[src/rtl/mult_div_pkg.sv]
// Shared types and constants for the sequential signed multiply/divide unit.
package mult_div_pkg;

   localparam int DEFAULT_WIDTH = 32;
   localparam int DEFAULT_CNT_W = 6;

   typedef enum logic [1:0] {
      S_IDLE = 2'd0,
      S_MULT = 2'd1,
      S_DIV  = 2'd2,
      S_FIN  = 2'd3
   } state_e;

   // Booth recode of {multiplier bit, previous bit}
   localparam logic [1:0] BOOTH_NONE_LO = 2'b00;
   localparam logic [1:0] BOOTH_ADD     = 2'b01;
   localparam logic [1:0] BOOTH_SUB     = 2'b10;
   localparam logic [1:0] BOOTH_NONE_HI = 2'b11;

endpackage

[src/rtl/mult_div_div_step.sv]
// One combinational restoring-division step on unsigned magnitudes.
module div_step
   import mult_div_pkg::*;
#(
   parameter int WIDTH = DEFAULT_WIDTH
) (
   input  logic [WIDTH-1:0] rem_in,
   input  logic [WIDTH-1:0] quo_in,
   input  logic [WIDTH-1:0] divisor,
   output logic [WIDTH-1:0] rem_out,
   output logic [WIDTH-1:0] quo_out
);

   logic [WIDTH:0] shifted;
   logic [WIDTH:0] diff;

   // rem < divisor always, so the WIDTH+1 bit difference never wraps and its MSB is the borrow
   always_comb begin
      shifted = {rem_in, quo_in[WIDTH-1]};
      diff    = shifted - {1'b0, divisor};
      if (diff[WIDTH]) begin
         rem_out = shifted[WIDTH-1:0];
         quo_out = {quo_in[WIDTH-2:0], 1'b0};
      end else begin
         rem_out = diff[WIDTH-1:0];
         quo_out = {quo_in[WIDTH-2:0], 1'b1};
      end
   end

endmodule

[src/rtl/mult_div.sv]
// Sequential signed multiply (radix-2 Booth) / divide (restoring) unit feeding HI/LO.
module mult_div
   import mult_div_pkg::*;
#(
   parameter int WIDTH = DEFAULT_WIDTH,
   parameter int CNT_W = DEFAULT_CNT_W
) (
   input  logic             clk,
   input  logic             reset,
   input  logic             init_mult,
   input  logic             init_div,
   input  logic [WIDTH-1:0] a_in,
   input  logic [WIDTH-1:0] b_in,
   output logic [WIDTH-1:0] hi_out,
   output logic [WIDTH-1:0] lo_out,
   output logic             busy,
   output logic             done,
   output logic             div_zero
);

   state_e             state_q, state_d;
   logic [CNT_W-1:0]   cnt_q, cnt_d;
   logic [WIDTH-1:0]   acc_hi_q, acc_hi_d;   // mult: product high half; div: remainder
   logic [WIDTH-1:0]   acc_lo_q, acc_lo_d;   // mult: multiplier/product low; div: quotient
   logic               acc_q1_q, acc_q1_d;
   logic [WIDTH-1:0]   opnd_q, opnd_d;       // multiplicand or divisor magnitude
   logic               neg_quo_q, neg_quo_d;
   logic               neg_rem_q, neg_rem_d;
   logic [WIDTH-1:0]   hi_q, hi_d;
   logic [WIDTH-1:0]   lo_q, lo_d;
   logic               div_zero_q, div_zero_d;

   logic [WIDTH:0]     booth_sum;
   logic [WIDTH-1:0]   step_rem, step_quo;
   logic               last;

   div_step #(.WIDTH(WIDTH)) u_div_step (
      .rem_in  (acc_hi_q),
      .quo_in  (acc_lo_q),
      .divisor (opnd_q),
      .rem_out (step_rem),
      .quo_out (step_quo)
   );

   assign last = (cnt_q == CNT_W'(WIDTH - 1));

   always_comb begin
      // NOTE: every signal gets its hold value first so no path through the case infers a latch.
      state_d    = state_q;
      cnt_d      = cnt_q;
      acc_hi_d   = acc_hi_q;
      acc_lo_d   = acc_lo_q;
      acc_q1_d   = acc_q1_q;
      opnd_d     = opnd_q;
      neg_quo_d  = neg_quo_q;
      neg_rem_d  = neg_rem_q;
      hi_d       = hi_q;
      lo_d       = lo_q;
      div_zero_d = div_zero_q;
      booth_sum  = '0;

      unique case (state_q)
         S_IDLE: begin
            if (init_mult) begin
               state_d    = S_MULT;
               cnt_d      = '0;
               acc_hi_d   = '0;
               acc_lo_d   = b_in;
               acc_q1_d   = 1'b0;
               opnd_d     = a_in;
               div_zero_d = 1'b0;
            end else if (init_div) begin
               cnt_d      = '0;
               div_zero_d = (b_in == '0);
               if (b_in == '0) begin
                  state_d = S_FIN;
               end else begin
                  state_d   = S_DIV;
                  acc_hi_d  = '0;
                  acc_lo_d  = a_in[WIDTH-1] ? -a_in : a_in;
                  opnd_d    = b_in[WIDTH-1] ? -b_in : b_in;
                  neg_quo_d = a_in[WIDTH-1] ^ b_in[WIDTH-1];
                  neg_rem_d = a_in[WIDTH-1];
               end
            end
         end

         S_MULT: begin
            // One guard bit keeps hi -/+ 0x8000_0000 from overflowing before the shift
            unique case ({acc_lo_q[0], acc_q1_q})
               BOOTH_ADD: booth_sum = {acc_hi_q[WIDTH-1], acc_hi_q} + {opnd_q[WIDTH-1], opnd_q};
               BOOTH_SUB: booth_sum = {acc_hi_q[WIDTH-1], acc_hi_q} - {opnd_q[WIDTH-1], opnd_q};
               BOOTH_NONE_LO, BOOTH_NONE_HI: booth_sum = {acc_hi_q[WIDTH-1], acc_hi_q};
            endcase
            acc_hi_d = booth_sum[WIDTH:1];
            acc_lo_d = {booth_sum[0], acc_lo_q[WIDTH-1:1]};
            acc_q1_d = acc_lo_q[0];
            cnt_d    = cnt_q + CNT_W'(1);
            if (last) begin
               state_d = S_FIN;
               hi_d    = acc_hi_d;
               lo_d    = acc_lo_d;
            end
         end

         S_DIV: begin
            acc_hi_d = step_rem;
            acc_lo_d = step_quo;
            cnt_d    = cnt_q + CNT_W'(1);
            if (last) begin
               state_d = S_FIN;
               hi_d    = neg_rem_q ? -step_rem : step_rem;
               lo_d    = neg_quo_q ? -step_quo : step_quo;
            end
         end

         S_FIN: state_d = S_IDLE;
      endcase
   end

   // NOTE: sequential state uses non-blocking assignments so all flops update from pre-edge values.
   always_ff @(posedge clk or negedge reset) begin
      if (!reset) begin
         state_q    <= S_IDLE;
         cnt_q      <= '0;
         acc_hi_q   <= '0;
         acc_lo_q   <= '0;
         acc_q1_q   <= 1'b0;
         opnd_q     <= '0;
         neg_quo_q  <= 1'b0;
         neg_rem_q  <= 1'b0;
         hi_q       <= '0;
         lo_q       <= '0;
         div_zero_q <= 1'b0;
      end else begin
         state_q    <= state_d;
         cnt_q      <= cnt_d;
         acc_hi_q   <= acc_hi_d;
         acc_lo_q   <= acc_lo_d;
         acc_q1_q   <= acc_q1_d;
         opnd_q     <= opnd_d;
         neg_quo_q  <= neg_quo_d;
         neg_rem_q  <= neg_rem_d;
         hi_q       <= hi_d;
         lo_q       <= lo_d;
         div_zero_q <= div_zero_d;
      end
   end

   assign hi_out   = hi_q;
   assign lo_out   = lo_q;
   assign busy     = (state_q == S_MULT) || (state_q == S_DIV);
   assign done     = (state_q == S_FIN);
   assign div_zero = div_zero_q;

endmodule

[config.mk]
export PLATFORM = sky130hd
export DESIGN_NAME = mult_div
export DESIGN_NICKNAME = d
export VERILOG_FILES = /design/src/rtl/mult_div_pkg.sv /design/src/rtl/mult_div_div_step.sv /design/src/rtl/mult_div.sv
export SDC_FILE = /design/constraint.sdc
export NUM_CORES = 1
export LEC_CHECK = 0
export CAP_MARGIN = 0
export CORE_MARGIN = 2
export CORE_UTILIZATION = 23
export CTS_CLUSTER_DIAMETER = 40
export DETAILED_ROUTE_END_ITERATION = 12
export SLEW_MARGIN = 5
export SYNTH_ARGS = -nofsm -noshare
export SYNTH_HDL_FRONTEND = slang
export SYNTH_SLANG_ARGS = --single-unit
export TNS_END_PERCENT = 10
[constraint.sdc]
create_clock -name clk -period 4.1 [get_ports clk]
set_input_delay 0.82 -clock clk [delete_from_list [all_inputs] [get_ports clk]]
set_output_delay 0.82 -clock clk [all_outputs]
set_load 0.02 [all_outputs]
==> flow_metrics.env <==
export IMPL_path_class="reg2reg"
export IMPL_synth_async_reset_ratio_pct=100
export IMPL_grt_overflow_total=0
export IMPL_finalCriticalPeriod_ps=4370
export IMPL_dp_hpwl_um=56500
export IMPL_drive_gt1_share_pct=21.9
export IMPL_p_per_area_nw_per_um2=879
export IMPL_rsz0062_at_grt="yes"
export IMPL_clock_sinks=172
export IMPL_r2r_end="acc_hi_q[31]$_DFFE_PN0P_"
export IMPL_worstSetupEndpoint="acc_hi_q[31]$_DFFE_PN0P_"
export IMPL_max_freq_ghz=0.229
export IMPL_setup_viol=24
export IMPL_row_count=98
export IMPL_via_per_inst=5.16
export IMPL_finalPower_uw=20100
export IMPL_grt_pass1_wl_um=106000
export IMPL_synth_edff_count=0
export IMPL_postRouteWirelength_um=70500
export IMPL_leakagePower_uw=0.00982
export IMPL_min_period_over_period_pct=107
export IMPL_use_met2_pct=27.2
export IMPL_drc_errors=0
export IMPL_first_pass_iters=6
export IMPL_tritoncts="done"
export IMPL_slew_limit_headroom_pct=34.0
export IMPL_worstPathMaxFanout=5
export IMPL_cts_made_buffers=17
export IMPL_netlist_area_um2=16600
export IMPL_crit_arrival_ps=4760
export IMPL_htree_levels=4
export IMPL_violations="negative setup slack"
export IMPL_startpoint_type="flip-flop"
export IMPL_synth_seq_area_share_pct=26.0
export IMPL_cp_required_ps=4490
export IMPL_crit_start="opnd_q[3]$_DFFE_PN0P_"
export IMPL_clockRootBuffer="clkbuf_16"
export IMPL_ant_nets=0
export IMPL_yosys_warnings=0
export IMPL_routabilityCongestion=0.948
export IMPL_grt_max_degree=81
export IMPL_wl_per_cell_um=19.8
export IMPL_globalRouteMet3Util_pct=3.15
export IMPL_avgSynthCellArea_um2=7.54
export IMPL_fin_util_pct=32.0
export IMPL_slew_viol_final=0
export IMPL_place_ws_ps=-496
export IMPL_grt_pass1_vias=16800
export IMPL_met1_usage_pct=27.6
export IMPL_fin_nets=2748
export IMPL_worstSetupEndpointType="flip-flop"
export IMPL_coreArea_um2=71400
export IMPL_clkTransAtPathRegs_ps=80
export IMPL_num_fill_cells=7642
export IMPL_syn_nets=2342
export IMPL_timing_final_ws_setup_ps=-267
export IMPL_die_area_um2=74200
export IMPL_r2r_start="opnd_q[3]$_DFFE_PN0P_"
export IMPL_reg2reg_depth=20
export IMPL_area_growth_pct=37.9
export IMPL_via_count=18400
export IMPL_syn_inst=2197
export IMPL_hold_slack_ps=370
export IMPL_die_w_um=272
export IMPL_io_pins=135
export IMPL_hold_violations=0
export IMPL_status="finished with violations"
export IMPL_ir_drop_v=0.000558
export IMPL_netlist_cell_type_count=88
export IMPL_ys_ff_latch=172
export IMPL_start_util_pct=23.2
export IMPL_antenna_found_initial=3
export IMPL_tightest_slew_ps=987
export IMPL_hp_class="in2async"
export IMPL_clk_latency_ps=490
export IMPL_drv_cap=0
export IMPL_reg2reg_slack_ps=-270
export IMPL_track_usage_pct=18.5
export IMPL_io_buffers=134
export IMPL_grt_busiest_layer="met1"
export IMPL_n_antenna_cell=0
export IMPL_synth_main_ff_cell="dfrtp_1"
export IMPL_die_y_um=272
export IMPL_skew_ps=27.3
export IMPL_cts_max_path_buffers=2
export IMPL_drtIter0Drc=1877
## Yosys cell counts, types with 6 or more instances
cell type  number  area (um2)
a22oi_1        24         180
nor3_1         48         240
inv_1          71         267
nand4_1        14        87.6
o211ai_1       18         135
xor2_1        102         893
nand3_1        37         185
o22ai_1        20         125
o21ai_1        15        75.1
mux2i_1        34         340
a31oi_1        21         131
o21a_1         22         165
xnor2_1        73         639
o211a_1         6        60.1
and2_1         11        68.8
mux2_2         20         225
a211oi_1       37         278
o31ai_1        70         526
nor2_1        184         691
nand2_1       306        1150
dfrtp_1       172        4300
a41oi_1         7        61.3
and3_1         10        62.6
a21o_1         30         225
nor4_1         16         100
nand2b_1       20         125
a22o_1          7        61.3
or2_2           6        37.5
o41ai_1        10        87.6
ha_1           75         938
a21oi_1       178         891
or3_1          19         119
a221oi_1       30         263
o21bai_1        8        60.1
nor2b_1        16         100
or4_1          13        97.6
buf_1          15        56.3
clkbuf_1      111         417
o21ai_0       211        1060
buf_2          13        65.1
## cell usage in the layout (no fill, tap or decap), types with 17 or more instances in the layout
| cell type | n |
|---|---|
| a211oi_1 | 35 |
| a21o_1 | 29 |
| a21oi_1 | 168 |
| a221oi_1 | 30 |
| a22oi_1 | 21 |
| a31oi_1 | 19 |
| buf_4 | 386 |
| clkbuf_16 | 18 |
| clkdlybuf4s50_1 | 132 |
| dfrtp_1 | 172 |
| ha_1 | 64 |
| inv_1 | 66 |
| mux2_2 | 18 |
| mux2i_1 | 34 |
| nand2_1 | 301 |
| nand2b_1 | 19 |
| nand3_1 | 35 |
| nor2_1 | 178 |
| nor3_1 | 44 |
| o211ai_1 | 18 |
| o21a_1 | 22 |
| o21ai_0 | 182 |
| o21ai_1 | 33 |
| o22ai_1 | 20 |
| o31ai_1 | 65 |
| or3_1 | 17 |
| xnor2_1 | 69 |
| xor2_1 | 102 |
## worst min path at each step
| stage | start | end | slack, ps | cells after the start |
|---|---|---|---|---|
| detailed placement | lo_out[10]$_DFFE_PN0P_ | lo_out[10]$_DFFE_PN0P_ | 470 | 2 |
| global route | reset | hi_out[23]$_DFFE_PN0P_ | 410 | 1 |
| floorplan | acc_q1_q$_DFFE_PN0P_ | acc_q1_q$_DFFE_PN0P_ | 470 | 1 |
| finish | reset | hi_out[23]$_DFFE_PN0P_ | 370 | 1 |
| global placement | hi_out[7]$_DFFE_PN0P_ | hi_out[7]$_DFFE_PN0P_ | 450 | 2 |
| CTS | reset | acc_hi_q[17]$_DFFE_PN0P_ | 370 | 1 |
## layer usage
layer  wire length (um)  up-vias
li1                   -     8839
met1              34300     8790
met2              29700      690
met3               4950       67
met4               1430        6
met5                 43        -
## cell type report
type | count | area, um2 | share of cell area, %
well taps | 950 | 1190 | 5.20
clock inverters | 15 | 230 | 1.01
multi-input cells | 1806 | 12000 | 52.3
flip-flops and latches | 172 | 4300 | 18.8
repair buffers | 532 | 4460 | 19.5
inverters | 74 | 283 | 1.24
clock buffers | 17 | 425 | 1.86
## timing repair
item / CTS / global route
endpoints found under the setup margin: 41 / 67
pin swaps: 22 / 29
hold buffers: 0 / 0
buffers inserted: 10 / 4
gates resized for setup: 36 / 104
gates cloned: 0 / 1
## per-stage QoR
step           setup TNS [ps]  instances  area, um2
4_1_cts                 -5440       3561      22400
3_3_place_gp            -6280       3519      21600
6_report                -2980       3566      22800
2_1_floorplan           -1070       2197      16600
3_5_place_dp            -7420       3519      21600
5_1_grt                -10580       3566      22800
## power by group
| part | internal (uW) | switching [uW] |
|---|---|---|
| Combinational | 6620 | 8820 |
| Clock | 909 | 928 |
| Sequential | 2140 | 665 |
| Total | 9670 | 10400 |
## registers in the layout, indices dropped and copies added (netlist names), 2 cells and up
| signal | count |
|---|---|
| acc_hi_q | 32 |
| acc_lo_q | 32 |
| cnt_q | 6 |
| hi_out | 32 |
| lo_out | 32 |
| opnd_q | 32 |
| state_q | 2 |
## worst max-delay path, stage by stage (launching register included)
cell and delay [ps]:
dfrtp_1 410, nor4_4 290, and2_4 200, nand2_4 50
nor3b_4 280, and2_4 210, nor2_2 40, xnor2_1 160
ha_1 260, a211o_1 300, a311o_1 330, a31oi_4 190
nand2_2 100, o21ai_4 180, o2111ai_2 150, a2111oi_2 300
o21bai_2 170, xnor2_1 140, nand2b_1 120, o32a_1 300
o22ai_1 140
## kinds of logic after synthesis
kind of cell,after synthesis,synth area share (%)
adder cells (fa/ha/maj),77,5.91
AO/OA/AOI/OAI,777,30.1
XOR/XNOR,176,9.42
multiplexers,56,3.63
flip-flops,172,26.0
buffers and inverters,219,5.27
AND/OR/NAND/NOR,720,19.6
Note: power is estimated with default switching activity, not from simulation.
